===== src/rtl/regfile_fw_pkg.sv =====
// regfile_fw_pkg: shared widths, enables and forwarding-source encoding for the operand responder
package regfile_fw_pkg;
  localparam int RADDR_WIDTH = 5;
  localparam int RDATA_WIDTH = 32;
  localparam int REG_NUM = 32;
  localparam logic [RADDR_WIDTH-1:0] ZERO_REG = '0;
  localparam logic [RDATA_WIDTH-1:0] ZERO = '0;
  localparam logic READ_ENABLE = 1'b1;
  localparam logic READ_DISABLE = 1'b0;
  localparam logic WRITE_ENABLE = 1'b1;
  localparam logic WRITE_DISABLE = 1'b0;
  localparam logic [31:0] STALL_CNT_MAX = 32'hFFFF_FFFF;
  typedef enum logic [1:0] {SRC_NONE, SRC_WB, SRC_MEM, SRC_EXE} fw_src_e;
endpackage


===== src/rtl/regfile_fw_fw_sel.sv =====
// fw_sel: per-source EXE>MEM>WB forwarding mux with load-use and busy-register hazard flag
module fw_sel
  import regfile_fw_pkg::*;
#(
  parameter int RDATA_WIDTH = 32,
  parameter int RADDR_WIDTH = 5,
  parameter int REG_NUM = 32
) (
  input  logic                   re,
  input  logic [RADDR_WIDTH-1:0] addr,
  input  logic                   exe_we,
  input  logic [RADDR_WIDTH-1:0] exe_waddr,
  input  logic [RDATA_WIDTH-1:0] exe_wdata,
  input  logic                   exe_is_load,
  input  logic                   mem_we,
  input  logic [RADDR_WIDTH-1:0] mem_waddr,
  input  logic [RDATA_WIDTH-1:0] mem_wdata,
  input  logic                   wb_we,
  input  logic [RADDR_WIDTH-1:0] wb_waddr,
  input  logic [RDATA_WIDTH-1:0] wb_wdata,
  input  logic [REG_NUM-1:0]     busy,
  input  logic                   div_done,
  input  logic [RADDR_WIDTH-1:0] div_done_waddr,
  output logic                   fw_en,
  output logic [RDATA_WIDTH-1:0] fw_data,
  output logic                   hazard
);
  logic act, exe_hit, mem_hit, wb_hit, load_use, busy_hit;
  fw_src_e src;
  assign act = re == READ_ENABLE && addr != '0;
  assign exe_hit = act && exe_we && exe_waddr == addr;
  assign mem_hit = act && mem_we && mem_waddr == addr;
  assign wb_hit = act && wb_we && wb_waddr == addr;
  assign load_use = exe_hit && exe_is_load;
  // a pending load in EXE shadows older MEM/WB copies of the same register
  assign src = exe_hit ? (exe_is_load ? SRC_NONE : SRC_EXE) :
               mem_hit ? SRC_MEM : wb_hit ? SRC_WB : SRC_NONE;
  assign fw_en = src != SRC_NONE;
  assign fw_data = src == SRC_EXE ? exe_wdata : src == SRC_MEM ? mem_wdata :
                   src == SRC_WB ? wb_wdata : '0;
  // the completing divide's result arrives on the WB forward, so no stall that cycle
  assign busy_hit = act && busy[addr] && !(div_done && div_done_waddr == addr);
  assign hazard = load_use || busy_hit;
endmodule


===== src/rtl/regfile_fw.sv =====
// regfile_fw: 32x32 register file with operand forwarding, divide scoreboard and stall generation
module regfile_fw
  import regfile_fw_pkg::*;
#(
  parameter int RDATA_WIDTH = 32,
  parameter int RADDR_WIDTH = 5,
  parameter int REG_NUM = 32
) (
  input  logic                   clk_i,
  input  logic                   rst_i,
  input  logic [RADDR_WIDTH-1:0] reg1_raddr_i,
  input  logic                   reg1_re_i,
  input  logic [RADDR_WIDTH-1:0] reg2_raddr_i,
  input  logic                   reg2_re_i,
  output logic [RDATA_WIDTH-1:0] reg1_rdata_o,
  output logic [RDATA_WIDTH-1:0] reg2_rdata_o,
  output logic                   fw_en1_o,
  output logic                   fw_en2_o,
  output logic [RDATA_WIDTH-1:0] fw_data1_o,
  output logic [RDATA_WIDTH-1:0] fw_data2_o,
  input  logic                   exe_we_i,
  input  logic [RADDR_WIDTH-1:0] exe_waddr_i,
  input  logic [RDATA_WIDTH-1:0] exe_wdata_i,
  input  logic                   exe_is_load_i,
  input  logic                   mem_we_i,
  input  logic [RADDR_WIDTH-1:0] mem_waddr_i,
  input  logic [RDATA_WIDTH-1:0] mem_wdata_i,
  input  logic                   wb_we_i,
  input  logic [RADDR_WIDTH-1:0] wb_waddr_i,
  input  logic [RDATA_WIDTH-1:0] wb_wdata_i,
  input  logic                   div_issue_i,
  input  logic [RADDR_WIDTH-1:0] div_waddr_i,
  input  logic                   div_done_i,
  input  logic [RADDR_WIDTH-1:0] div_done_waddr_i,
  output logic                   stall_o,
  output logic [31:0]            stall_cnt_o
);
  logic [RDATA_WIDTH-1:0] regs [REG_NUM];
  logic [REG_NUM-1:0] busy, busy_nxt;
  logic en1, en2, haz1, haz2;
  logic [RDATA_WIDTH-1:0] d1, d2;
  fw_sel #(.RDATA_WIDTH(RDATA_WIDTH), .RADDR_WIDTH(RADDR_WIDTH), .REG_NUM(REG_NUM)) u_fw1 (
    .re(reg1_re_i), .addr(reg1_raddr_i),
    .exe_we(exe_we_i), .exe_waddr(exe_waddr_i), .exe_wdata(exe_wdata_i), .exe_is_load(exe_is_load_i),
    .mem_we(mem_we_i), .mem_waddr(mem_waddr_i), .mem_wdata(mem_wdata_i),
    .wb_we(wb_we_i), .wb_waddr(wb_waddr_i), .wb_wdata(wb_wdata_i),
    .busy(busy), .div_done(div_done_i), .div_done_waddr(div_done_waddr_i),
    .fw_en(en1), .fw_data(d1), .hazard(haz1)
  );
  fw_sel #(.RDATA_WIDTH(RDATA_WIDTH), .RADDR_WIDTH(RADDR_WIDTH), .REG_NUM(REG_NUM)) u_fw2 (
    .re(reg2_re_i), .addr(reg2_raddr_i),
    .exe_we(exe_we_i), .exe_waddr(exe_waddr_i), .exe_wdata(exe_wdata_i), .exe_is_load(exe_is_load_i),
    .mem_we(mem_we_i), .mem_waddr(mem_waddr_i), .mem_wdata(mem_wdata_i),
    .wb_we(wb_we_i), .wb_waddr(wb_waddr_i), .wb_wdata(wb_wdata_i),
    .busy(busy), .div_done(div_done_i), .div_done_waddr(div_done_waddr_i),
    .fw_en(en2), .fw_data(d2), .hazard(haz2)
  );
  assign reg1_rdata_o = (!rst_i && reg1_re_i == READ_ENABLE && reg1_raddr_i != '0) ? regs[reg1_raddr_i] : '0;
  assign reg2_rdata_o = (!rst_i && reg2_re_i == READ_ENABLE && reg2_raddr_i != '0) ? regs[reg2_raddr_i] : '0;
  assign fw_en1_o = !rst_i && en1;
  assign fw_en2_o = !rst_i && en2;
  assign fw_data1_o = rst_i ? '0 : d1;
  assign fw_data2_o = rst_i ? '0 : d2;
  assign stall_o = !rst_i && (haz1 || haz2);
  // issue is applied after completion so a same-register set/clear keeps the bit set
  always_comb begin
    busy_nxt = busy;
    if (div_done_i) busy_nxt[div_done_waddr_i] = 1'b0;
    if (div_issue_i && div_waddr_i != '0) busy_nxt[div_waddr_i] = 1'b1;
  end
  always_ff @(posedge clk_i) begin
    if (rst_i) begin
      for (int i = 0; i < REG_NUM; i++) regs[i] <= '0;
      busy <= '0;
      stall_cnt_o <= '0;
    end else begin
      if (wb_we_i == WRITE_ENABLE && wb_waddr_i != '0) regs[wb_waddr_i] <= wb_wdata_i;
      busy <= busy_nxt;
      if (stall_o && stall_cnt_o != STALL_CNT_MAX) stall_cnt_o <= stall_cnt_o + 32'd1;
    end
  end
endmodule

===== config.mk =====
export PLATFORM = sky130hd
export DESIGN_NAME = regfile_fw
export DESIGN_NICKNAME = d
export VERILOG_FILES = /design/src/rtl/regfile_fw_pkg.sv /design/src/rtl/regfile_fw_fw_sel.sv /design/src/rtl/regfile_fw.sv
export SDC_FILE = /design/constraint.sdc
export NUM_CORES = 2
export LEC_CHECK = 0
export BUFFER_PORTS_ARGS = -buffer_cell sky130_fd_sc_hd__buf_4
export CAP_MARGIN = 0
export CORE_MARGIN = 2
export CORE_UTILIZATION = 40
export CTS_BUF_LIST = sky130_fd_sc_hd__clkbuf_16
export DETAILED_ROUTE_END_ITERATION = 16
export PLACE_DENSITY = 0.66
export SETUP_SLACK_MARGIN = 0.3
export SLEW_MARGIN = 20
export SYNTH_ARGS = -nofsm -noshare
export SYNTH_HDL_FRONTEND = slang
export SYNTH_SLANG_ARGS = --single-unit
export TNS_END_PERCENT = 10

===== constraint.sdc =====
create_clock -name clk_i -period 2.5 [get_ports clk_i]
set_input_delay 0.25 -clock clk_i [delete_from_list [all_inputs] [get_ports clk_i]]
set_output_delay 0.25 -clock clk_i [all_outputs]
set_load 0.005 [all_outputs]

==> results.tsv <==
stage	metric	value	unit
cells_and_area	NumNets Final	4585	
setup_path	CP max stage delay	0.47	ns
detailed_routing	initial drt markers	5267	
timing	Final WS setup	-0.6331	ns
power	Power Internal	0.03292	W
logic_synthesis	EDFF count, synth	1024	
detailed_routing	final WL	195400	microns
cells_and_area	post-route insts no fill	6472	
timing	RSZ-0062 raised after global routing	true	
clock_network	root buffer cell	clkbuf_16	
power	Net Sw Power	0.01094	W
timing	final-report hold violation count	0	
logic_synthesis	Yosys cell types	57	
global_route	gr usage total	0.2545	
clock_network	CTS tree	built	
floorplan	Rows	141	
logic_synthesis	Avg Cell Area, Syn	14.86	sq um
cells_and_area	commonest non-fill, non-tap cell in the layout	edfxtp_1	
floorplan	chip width	390.9	microns
floorplan	die area	152800	sq um
timing	period utilization	1.253	
detailed_routing	Residual DRC	0	
power	VDD IR max	765.8	uV
logic_synthesis	yosys warns	0	
setup_path	CP top delay family	multiplexers	
timing	max-slew violations	0	
global_route	vias in the first global route	39270	
setup_path	Crit Path Class	reg2out	
cells_and_area	commonest cells after routing, fill and taps aside	edfxtp_1, and2_1, mux4_2, buf_4, nor2_1	
timing	relative slew slack	0.3576	
outcome	failing checks	negative setup slack	
placement	Post-Place Cells	6251	
clock_network	Worst-Skew Late Latency	0.71	ns
power	Comb pwr share	0.144	
setup_path	Critical Path End Type	output pin	
cells_and_area	Layout area overhead	19.59	%
setup_path	critical path cell sequence	mux4_2 -> mux2_4 -> nand3_2 -> nand4_1 -> a221oi_4 -> buf_12 -> buf_12 -> nor2_4 -> buf_6	
outcome	status	complete, but fails checks	
timing	Clock Skews	0.008075	ns
setup_path	Setup crit start kind	flip-flop	
logic_synthesis	flops & latches, synth	1088	
job	Max-Cap Viols	0	
power	sequential cell fraction of total power	0.487	
clock_network	Clock transition at path regs	0.06	ns
logic_synthesis	Synth Instances	4030	
logic_synthesis	async set-or-reset flop fraction in the synthesized netlist	0	
setup_path	Critical path buffers and inverters	3	
setup_path	CP arrival	2.88	ns
power	Pleak	25.12	nW
clock_network	CTS Buf Count	110	
global_route	first-pass GRT wire length	279000	microns
setup_path	Worst EP required	2.25	ns
logic_synthesis	sequential share of the synthesized area	0.5348	
timing	fmax	0.3192	GHz
placement	Placer Congestion	0.8671	
clock_network	clk sink count	1088	
power	PD cells	612.4	nW/um^2
power	Final Power	0.04386	W
clock_network	H-tree depth	3	
setup_path	CP Max Fanout	2	
detailed_routing	Detailed Routing Iterations Pass 1	5	
global_route	largest net degree at the start of global routing	66	
timing	setup violators final	163	
floorplan	Starting Density	0.4041	
logic_synthesis	Mapped Area	59890	sq um
detailed_routing	wire per inst	30.19	microns
detailed_routing	number of routed nets with antenna violations	0	
floorplan	core area	148200	sq um
setup_path	CP max stage cell	mux4_2	
clock_network	Max clock buf depth	3	
power	Clk pwr share	0.369	
floorplan	total I/O pin count	304	
power	Sw Share	0.2493	
global_route	antenna violations before repair	5	
placement	setup slack at placement	-0.7317	ns
global_route	GRT overflow	0	
min_path	HP Class	in2reg	
detailed_routing	Vias	39330	
floorplan	die height	390.9	microns
logic_synthesis	Area contributors post-synth	edfxtp_1, mux4_2, and2_1, mux2i_1, dfxtp_1	
placement	HPWL after detailed placement	121000	microns
timing	fin crit period	3.133	ns
timing	worst-margin pin slew	0.9635	ns
logic_synthesis	Most used DFF post-synth	edfxtp_1	
cells_and_area	share of cells above drive strength 1	0.3553	
logic_synthesis	top-area cell type share of the netlist area	0.5134	
logic_synthesis	largest area contributor in the netlist	edfxtp_1	
setup_path	most frequent CP cell	buf_12	
detailed_routing	vias per cell	6.077	
placement	Port Buf Inserts	303	
-- worst min-delay path: cells and delay by family --
family | cells | cell delay, ns
AOI/OAI and AO/OA | 1 | 0.05
buffers and inverters | 1 | 0.12
and+or+nand+nor | 3 | 0.31
-- final timing paths --
kind	cells past startpoint	endpoint	slack (ns)	start
setup / recovery	9	stall_o	-0.63	busy[23]$_SDFF_PP0_
hold / removal	5	busy[9]$_SDFF_PP0_	0.07	div_issue_i
setup reg to reg	10	stall_cnt_o[23]$_SDFFE_PP0P_	-0.13	busy[23]$_SDFF_PP0_
hold reg to reg	1	busy[0]$_SDFF_PP0_	0.48	busy[0]$_SDFF_PP0_
-- logic make-up after synthesis --
logic type               count (synthesis)  share of synthesized area
multiplexers                           806                     0.2690
flip-flops                            1088                     0.5348
adder cells (fa/ha/maj)                  1                  0.0002089
other                                    1                 0.00006261
buffers and inverters                  431                    0.02941
XOR/XNOR                                62                   0.009067
AND/OR/NAND/NOR                       1484                     0.1417
AO/OA/AOI/OAI                          157                    0.01575
-- Yosys cell counts, drive strengths merged, types with 21 or more instances --
library cell	instances
a31oi	65
edfxtp	1024
nor2	265
buf	117
o21ai	34
mux4	642
dfxtp	64
a21oi	42
nor3	21
clkbuf	306
mux2i	156
xnor2	46
nand2	63
nand3	32
and2	993
or2	35
-- routing by layer --
layer  GRT usage  vias up  share of wire
li1            -    16180              -
met1      0.3486    20370           0.39
met2      0.4050     2391           0.47
met3     0.05242      386           0.10
met4     0.08621        0          0.038
met5           0        -              0
-- power groups by stage --
stage	sequential [W]	combinational, W	clock [W]
after floorplan	0.0215	0.00355	0
after global placement	0.0216	0.00604	0
after detailed placement	0.0217	0.00608	0
after CTS	0.0213	0.00624	0.0163
after global routing	0.0214	0.00654	0.0170
final	0.0213	0.00633	0.0162
-- registers in the layout (all words and copies together), names as in the netlist --
register and flops:
regs 1024, busy 32, stall_cnt_o 32
-- layout make-up --
type                            instances  area, sq um
Clock buffer                          115         2878
Inverter                                8        30.03
Clock inverter                         91        583.1
Sequential cell                      1088        32030
Antenna cell                            5        12.51
Fill cell                           12520        76570
Tap cell                             1930         2415
Multi-Input combinational cell       2542        26820
Timing Repair Buffer                  693         6849
-- metrics by stage --
step                hold WS [ns]  utilization  setup TNS, ns  cell area (sq um)
detailed placement        0.4662       0.4565         -32.95              67650
finish                   0.06702       0.4833         -41.73              71620
CTS                      0.02586       0.4826         -41.87              71520
global placement          0.4638       0.4565         -31.74              67650
global route             0.05261       0.4832         -52.21              71610
floorplan                 0.4468            -              0              60590
-- repair_timing --
item / CTS / global route
setup buffers: 2 / 0
cloned: 0 / 0
pin swaps: 30 / 12
endpoints found under the setup margin: 163 / 163
gates resized for setup: 74 / 20
hold endpoints to repair: 27 / 0
hold buffers: 8 / 0
Power figures use the tool's default switching activity.
